## src/rtl/frame_config_pkg.sv

```systemverilog
// Shared constants and state type for the frame configuration loader.
// Defining FRAME_CONFIG_CHECKSUM_EN adds the CHK state that verifies a trailing checksum word.
package frame_config_pkg;

    localparam logic [31:0] SYNC_WORD   = 32'hFAB0_FAB1;
    localparam logic [31:0] DESYNC_WORD = 32'hFAB0_FAB0;

    localparam int HDR_COL_MSB   = 15;
    localparam int HDR_COL_LSB   = 8;
    localparam int HDR_FRAME_MSB = 4;
    localparam int HDR_FRAME_LSB = 0;

    localparam int COL_W   = HDR_COL_MSB - HDR_COL_LSB + 1;
    localparam int FRAME_W = HDR_FRAME_MSB - HDR_FRAME_LSB + 1;

    typedef enum logic [2:0] {
        IDLE,
        HDR,
        DATA,
        STROBE
`ifdef FRAME_CONFIG_CHECKSUM_EN
        ,
        CHK
`endif
    } state_t;

endpackage

```

## src/rtl/frame_strobe_decoder.sv

```systemverilog
// Turns a (column, frame) address plus enable into the one-hot frame latch strobe vector.
module frame_strobe_decoder
    import frame_config_pkg::*;
#(
    parameter int NUM_COLS       = 8,
    parameter int FRAMES_PER_COL = 20
) (
    input  logic [COL_W-1:0]                     col,
    input  logic [FRAME_W-1:0]                   frame,
    input  logic                                 enable,
    output logic [NUM_COLS*FRAMES_PER_COL-1:0]   strobe
);

    localparam int NUM_FRAMES = NUM_COLS * FRAMES_PER_COL;

    logic [31:0] index;

    assign index = 32'(col) * 32'(FRAMES_PER_COL) + 32'(frame);

    always_comb begin
        strobe = '0;
        for (int i = 0; i < NUM_FRAMES; i++) begin
            strobe[i] = enable && (index == 32'(i));
        end
    end

endmodule

```

## src/rtl/frame_config_loader.sv

```systemverilog
// Bitstream loader: sync / header / data / desync framing, broadcasting frame words to tile latches.
// Optional checksum verification is enabled with FRAME_CONFIG_CHECKSUM_EN.
module frame_config_loader
    import frame_config_pkg::*;
#(
    parameter int NUM_COLS       = 8,
    parameter int FRAMES_PER_COL = 20,
    parameter int FRAME_BITS     = 32
) (
    input  logic                                 CLK,
    input  logic                                 resetn,
    input  logic                                 s_valid,
    input  logic [FRAME_BITS-1:0]                s_data,
    output logic                                 s_ready,
    output logic [FRAME_BITS-1:0]                FrameData,
    output logic [NUM_COLS*FRAMES_PER_COL-1:0]   FrameStrobe,
    output logic                                 busy,
    output logic                                 done,
    output logic                                 err
);

    state_t             state;
    state_t             state_next;
    logic               accept;
    logic               is_sync;
    logic               is_desync;
    logic               hdr_in_range;
    logic [COL_W-1:0]   hdr_col;
    logic [FRAME_W-1:0] hdr_frame;
    logic               hdr_bad;

`ifdef FRAME_CONFIG_CHECKSUM_EN
    logic [FRAME_BITS-1:0] checksum;
`endif

    // s_ready is gated by resetn directly so it reads 0 for the whole reset window.
    assign s_ready   = resetn && (state != STROBE);
    assign accept    = s_valid && s_ready;
    assign busy      = (state != IDLE);
    assign is_sync   = (s_data == FRAME_BITS'(SYNC_WORD));
    assign is_desync = (s_data == FRAME_BITS'(DESYNC_WORD));

    assign hdr_in_range =
        (32'(s_data[HDR_COL_MSB:HDR_COL_LSB])     < 32'(NUM_COLS)) &&
        (32'(s_data[HDR_FRAME_MSB:HDR_FRAME_LSB]) < 32'(FRAMES_PER_COL));

    // NOTE: state registers use non-blocking assignments so every flop samples pre-edge values.
    always_ff @(posedge CLK or negedge resetn) begin
        if (!resetn) begin
            state <= IDLE;
        end else begin
            state <= state_next;
        end
    end

    // NOTE: next state defaults to the current state first, so no path leaves it unassigned (no latch).
    always_comb begin
        state_next = state;
        case (state)
            IDLE:    if (accept && is_sync) state_next = HDR;
            HDR: begin
                if (accept) begin
                    if (is_desync) begin
`ifdef FRAME_CONFIG_CHECKSUM_EN
                        state_next = CHK;
`else
                        state_next = IDLE;
`endif
                    end else begin
                        state_next = DATA;
                    end
                end
            end
            DATA:    if (accept) state_next = STROBE;
            STROBE:  state_next = HDR;
`ifdef FRAME_CONFIG_CHECKSUM_EN
            CHK:     if (accept) state_next = IDLE;
`endif
            default: state_next = IDLE;
        endcase
    end

    always_ff @(posedge CLK or negedge resetn) begin
        if (!resetn) begin
            FrameData <= '0;
            done      <= 1'b0;
            err       <= 1'b0;
            hdr_col   <= '0;
            hdr_frame <= '0;
            hdr_bad   <= 1'b0;
`ifdef FRAME_CONFIG_CHECKSUM_EN
            checksum  <= '0;
`endif
        end else begin
            done <= 1'b0;
            if (accept) begin
                case (state)
                    IDLE: begin
                        if (is_sync) begin
                            err <= 1'b0;
`ifdef FRAME_CONFIG_CHECKSUM_EN
                            checksum <= '0;
`endif
                        end
                    end
                    HDR: begin
                        if (is_desync) begin
`ifndef FRAME_CONFIG_CHECKSUM_EN
                            done <= 1'b1;
`endif
                        end else begin
                            hdr_col   <= s_data[HDR_COL_MSB:HDR_COL_LSB];
                            hdr_frame <= s_data[HDR_FRAME_MSB:HDR_FRAME_LSB];
                            hdr_bad   <= !hdr_in_range;
                            if (!hdr_in_range) err <= 1'b1;
                        end
                    end
                    DATA: begin
                        FrameData <= s_data;
`ifdef FRAME_CONFIG_CHECKSUM_EN
                        checksum  <= checksum + s_data;
`endif
                    end
`ifdef FRAME_CONFIG_CHECKSUM_EN
                    CHK: begin
                        if (s_data != checksum) err <= 1'b1;
                        done <= 1'b1;
                    end
`endif
                    default: ;
                endcase
            end
        end
    end

    // An out-of-range header still walks through STROBE but never fires a latch.
    frame_strobe_decoder #(
        .NUM_COLS       (NUM_COLS),
        .FRAMES_PER_COL (FRAMES_PER_COL)
    ) u_decoder (
        .col    (hdr_col),
        .frame  (hdr_frame),
        .enable ((state == STROBE) && !hdr_bad),
        .strobe (FrameStrobe)
    );

endmodule

```

## config.mk

```make
export PLATFORM = sky130hd
export DESIGN_NAME = frame_config_loader
export DESIGN_NICKNAME = d
export VERILOG_FILES = /design/src/rtl/frame_config_pkg.sv /design/src/rtl/frame_strobe_decoder.sv /design/src/rtl/frame_config_loader.sv
export SDC_FILE = /design/constraint.sdc
export NUM_CORES = 1
export LEC_CHECK = 0
export ABC_AREA = 1
export CAP_MARGIN = 40
export CORE_MARGIN = 1.5
export CORE_UTILIZATION = 47
export DETAILED_ROUTE_END_ITERATION = 10
export MAX_ROUTING_LAYER = met4
export PLACE_DENSITY = 0.88
export SLEW_MARGIN = 10
export SYNTH_ARGS = -nofsm -noshare
export SYNTH_HDL_FRONTEND = slang
export SYNTH_SLANG_ARGS = --single-unit
```

## constraint.sdc

```tcl
create_clock -name CLK -period 7 [get_ports CLK]
set_clock_uncertainty 0.15 [all_clocks]
set_input_delay 1.05 -clock CLK [delete_from_list [all_inputs] [get_ports CLK]]
set_output_delay 1.05 -clock CLK [all_outputs]
set_load 0.005 [all_outputs]
```

-- Word-level counts from Yosys, hierarchy flattened
Cells that the tools add are included.
- flip-flop bits (word level): 51
- input bits: 35
- output and inout port bits: 196
- word-level logic and storage cells: 370
- add/sub/neg operators: 1
- $mul: 1
- order comparisons: 2
- equality and inequality tests: 171
- mux-type cells: 12
- bitwise operators: 1
- reduce and logical (&&, ||, !) cells: 175
- operators by type and width (kind ; number):
    32-bit by 7-bit == test with 1-bit output (second input constant) ; 64
    32-bit by 6-bit == test with 1-bit output (second input constant) ; 32
    32-bit by 8-bit == test with 1-bit output (second input constant) ; 32
    32-bit by 5-bit == test with 1-bit output (second input constant) ; 16
    32-bit by 4-bit == test with 1-bit output (second input constant) ; 8
    1-bit logical AND ; 165
    32-bit by 3-bit == test with 1-bit output (second input constant) ; 4
    32-bit by 2-bit == test with 1-bit output (second input constant) ; 2
    32-bit == test (second input constant) ; 2
    32-bit by 1-bit == test with 1-bit output (second input constant) ; 1
    32-bit zero test ; 1
    13-bit by 5-bit adder with 14-bit output ; 1
    2-bit != test (second input constant) ; 6
    3-bit one-hot mux with 4 select lines ; 1
    8-bit by 3-bit multiplier with 11-bit output (second input constant) ; 1
    3-bit two-way mux ; 3
    8-bit by 4-bit < comparator with 1-bit output (second input constant) ; 1
    3-bit by 2-bit == test with 1-bit output (second input constant) ; 2
    1-bit two-way mux ; 6
    3-bit AND reduction ; 2
    5-bit < comparator (second input constant) ; 1
    5-bit AND reduction ; 1
    3-bit by 1-bit == test with 1-bit output (second input constant) ; 1
    3-bit zero test ; 1
    other kinds (8) ; 9

-- Logic depth before layout (Yosys ltp)
- depth in word-level cells: 6
- mapped depth: 16
- gate-level depth less buffers: 14

-- Modules after synthesis
From an unflattened synthesis, not the netlist that was laid out.
- cells, all modules: 744
- area total of the unflattened synthesis: 5539.1 um2
- by module, submodules not included (module ; times used ; cells each ; area each (um2) ; sequential area each (um2)):
    frame_strobe_decoder ; 1 ; 491 ; 3291.9 ; 0.0
    frame_config_loader ; 1 ; 253 ; 2247.2 ; 1251.2

-- Worst setup path after synthesis
OpenSTA, ideal clock, no wires.
- path kind: register to output
- start point: register hdr_col[1]
- end point: output FrameStrobe[100]
- arrival time: 2.505 ns
- required time: 5.800 ns
- setup slack: 3.295 ns
- cell stages (with the launch flop): 16
- buffers on the path: 2
- cell sequence: dfrtp_1 ha_1 ha_1 inv_1 fa_1 nor2_1 nand2_2 nor2_2 nand2_1 nand2_1 nand2_2 nor2_4 nand2_4 buf_8 buf_12 nor2_4
- cells in the longest elaborated chain, start to end: 4
- RTL lines (element ; line ; source):
    from (decl) ; frame_config_loader.sv:28 ; logic [COL_W-1:0] hdr_col;
    from (signal assigned) ; frame_config_loader.sv:112 ; hdr_col <= s_data[HDR_COL_MSB:HDR_COL_LSB];
    8-bit by 3-bit multiplier with 11-bit output ; frame_strobe_decoder.sv:18 ; assign index = 32'(col) * 32'(FRAMES_PER_COL) + 32'(frame);
    13-bit by 5-bit adder with 14-bit output ; frame_strobe_decoder.sv:18 ;
    32-bit by 7-bit == test with 1-bit output ; frame_strobe_decoder.sv:23 ; strobe[i] = enable && (index == 32'(i));
    1-bit logical AND ; frame_strobe_decoder.sv:23 ;
    to (decl) ; frame_config_loader.sv:16 ; output logic [NUM_COLS*FRAMES_PER_COL-1:0] FrameStrobe,
No other way between the ends.

-- Final worst setup path
- start point: register hdr_col[1]
- end point: output FrameStrobe[0]
- cells in the longest elaborated chain, start to end: 4
- RTL lines (element ; line):
    8-bit by 3-bit multiplier with 11-bit output ; frame_strobe_decoder.sv:18
    13-bit by 5-bit adder with 14-bit output ; frame_strobe_decoder.sv:18
    32-bit zero test ; frame_strobe_decoder.sv:23
    1-bit logical AND ; frame_strobe_decoder.sv:23
No other way between the ends.

==> results by group <==
Synth
  – Synth area leader: dfrtp_1
  – Netlist cell types: 32
  – Register area share after synthesis: 0.2312
  – Flop and latch count out of synthesis: 50
  – Number of synthesized flops with an enable pin: 0
  – Mapped Cells: 743
  – Avg Cell Area, Syn: 7.283 um2
  – Mapped Area: 5411 um2
  – Syn nets: 795
  – Async SR Flop Fraction: 1.000
  – Count leader, synth: nand3_1
  – Primary FF master, synth: dfrtp_1
  – Ys Warns: 0
  – Commonest cells post-synth: nand3_1, nand2_1, nor2_4
  – Synth top area share: 0.2312
  – Synth area leaders: dfrtp_1, nor2_4, nand3_1

GRT
  – Total track usage: 0.2784
  – Vias in the first global route: 5069
  – Initial antenna violation count: 0
  – First-pass GRT wire length: 25.85 mm
  – Largest net degree at the start of global routing: 79
  – Grt ovf: 0

Detailed routing
  – Met3 WL: 1.499 mm
  – Metal-1 WL: 6.467 mm
  – DR iter-0 viols: 556
  – Wire length on met2: 8.377 mm
  – Post-Route WL: 16.89 mm
  – Top Metal Used: met4
  – Antenna Nets Post-Route: 0
  – DRC viols: 0
  – Wire length per cell: 15.71 um
  – DR vias/cell: 5.336
  – First-pass DRT Iterations: 5
  – Vias: 5736

CTS
  – Worst-path clk slew: 0.07 ns
  – Setup Fix Bufs, Post-CTS: 0
  – Clock Sinks: 50
  – CTS Buf Count: 5
  – Clk_lat worst skew: 0.29 ns
  – CTS tree: built
  – Clk root buf: clkbuf_16
  – Post-CTS Resized: 0
  – Hold buffers post-CTS: 0
  – H-tree depth: 2
  – CTS max path bufs: 2

Worst setup path
  – Worst r2r dst: FrameData[8]$_DFFE_PN0P_
  – Reg2reg start: state[1]$_DFFE_PN0P_
  – CP Launch Point: hdr_col[1]$_DFFE_PN0P_
  – Worst Setup EP: FrameStrobe[0]
  – Critical Path RT: 5.80 ns
  – CP max-delay cell: buf_12
  – CP Class: reg2out
  – R2r setup slk: 5.02 ns
  – Crit path DAT: 4.03 ns
  – Reg2Reg Depth: 7
  – Cell breakdown of the critical path: ha_1 > ha_1 > inv_1 > fa_1 > nor2_1 > nand2_2 > nor2_2 > and2_1 > nor2_4 > nand2_8 > buf_12 > nor2_1 > clkdlybuf4s50_1
  – Worst Setup End Kind: primary output
  – CP peak stage delay: 0.55 ns
  – Crit Path Max Fanout: 78
  – Critical Path Start Type: flop

STA
  – Hold WS: 0.3328 ns
  – Slew HR: 0.4555
  – Worst setup margin: 1.774 ns
  – Setup Viol. Count Final: 0
  – RSZ-0062 raised after global routing: no
  – TNS Setup: 0 ns
  – Min cycle time layout: 5.226 ns
  – Period utilization: 0.7465
  – Number of hold-slack violations in the final timing report: 0
  – Slew Limit Fails: 0
  – Worst-Margin Slew: 0.8168 ns
  – Fmax: 191.4 MHz

Finish
  – Layout cells sized above 1: 0.1717
  – Cell area after layout: 7777 um2
  – Area Overhead vs Synth: 43.72%
  – Fin nets: 984
  – Finished Layout Cells: 1075
  – Diode count: 0

Job
  – Max Cap Viol: 0

Die
  – Die width: 110.3 um
  – Height of the chip: 110.3 um
  – I/O pins: 231
  – Initial Utilization: 0.4780
  – DIE AREA: 12170 um2
  – Core Rows: 39
  – Core area: 11320 um2

Placement
  – Area after DPL: 7637 um2
  – Dpl ws: 2.128 ns
  – GPL Wtd Cong: 0.9084
  – Placed Instances: 1068
  – Port Buffer Count: 230
  – Detailed placement HPWL: 12.48 mm

Worst hold path
  – Min-delay worst type: reg2reg

Pwr
  – LEAKAGE: 2.632 nW
  – Pwr/cell area: 416.2 nW/um2
  – Worst VDD drop: 0.5537 mV

Run status
  – Status: complete, no violations
-- state kept, by name (all words and copies together) (netlist names) --
name,flops
FrameData,32
hdr_col,8
hdr_frame,5
state,2
done,1
err,1
hdr_bad,1
-- logic make-up after synthesis --
family / after synthesis / synth area share
xor+xnor: 1 / 0.003007
simple gates: 509 / 0.5540
fa+ha+maj: 17 / 0.04208
flops: 50 / 0.2312
buf+inv: 113 / 0.1175
compound gates: 53 / 0.05226
-- layer usage --
metal	track usage	vias to the layer above
met3	0.04527	39
li1	-	2772
met5	-	-
met4	0.1026	0
met1	0.3291	2671
met2	0.4771	254
-- area by class of cell --
type	count	area, um2
multi-input combinational	580	3543
inverter	57	214.0
tap	143	178.9
clock inverter	2	15.01
timing repair buffer	238	2450
clock buffer	5	125.1
fill	929	3543
sequential	50	1251
-- critical path: cells and delay by family, from the launching register on --
family	cells	cell delay, ns
DFF	1	0.43
and+or+nand+nor	7	1.14
buffers and inverters	3	1.10
adders and majority gates	3	0.98
-- through the flow --
step,utilization,power (mW)
global route,0.6870,3.453
detailed placement,0.6746,2.965
global placement,0.6636,2.729
floorplan,-,2.590
CTS,0.6870,3.207
finish,0.6870,3.237
-- worst min path at each step --
stage	from	to	slack, ns	depth (start not counted)
final	FrameData[7]$_DFFE_PN0P_	FrameData[7]$_DFFE_PN0P_	0.33	2
after global routing	hdr_frame[4]$_DFFE_PN0P_	hdr_frame[4]$_DFFE_PN0P_	0.36	2
after CTS	FrameData[7]$_DFFE_PN0P_	FrameData[7]$_DFFE_PN0P_	0.34	2
after detailed placement	err$_DFFE_PN0P_	err$_DFFE_PN0P_	0.32	2
after global placement	err$_DFFE_PN0P_	err$_DFFE_PN0P_	0.31	2
after floorplan	hdr_frame[2]$_DFFE_PN0P_	hdr_frame[2]$_DFFE_PN0P_	0.31	2
-- layout by cell type, fill, tap and decap left out --
cell type	instances
nand3b_1	1
o21a_1	1
clkbuf_16	5
nor2_1	87
fa_1	2
nand2_4	1
nand2_8	1
nor3_1	3
nor2_8	2
buf_2	1
ha_1	15
a21oi_1	4
dfrtp_1	50
nand2_2	5
clkdlybuf4s50_1	229
buf_8	2
o21ai_0	46
clkinvlp_4	2
a21oi_2	1
buf_12	3
buf_4	1
nand3_1	178
nor4_1	1
xor2_2	1
inv_2	6
nand3_2	3
nand4_1	3
buf_16	2
and2_1	2
nor2_4	93
nor2_2	30
nand2_1	99
inv_1	51
a21oi_4	1
-- power breakdown --
group          switching, mW  total, mW  internal (mW)
sequential            0.0954      0.518          0.422
clock                  0.105      0.236          0.130
combinational           1.81       2.48          0.672
total                   2.01       3.24           1.22
(Power assumes the default switching activity.)
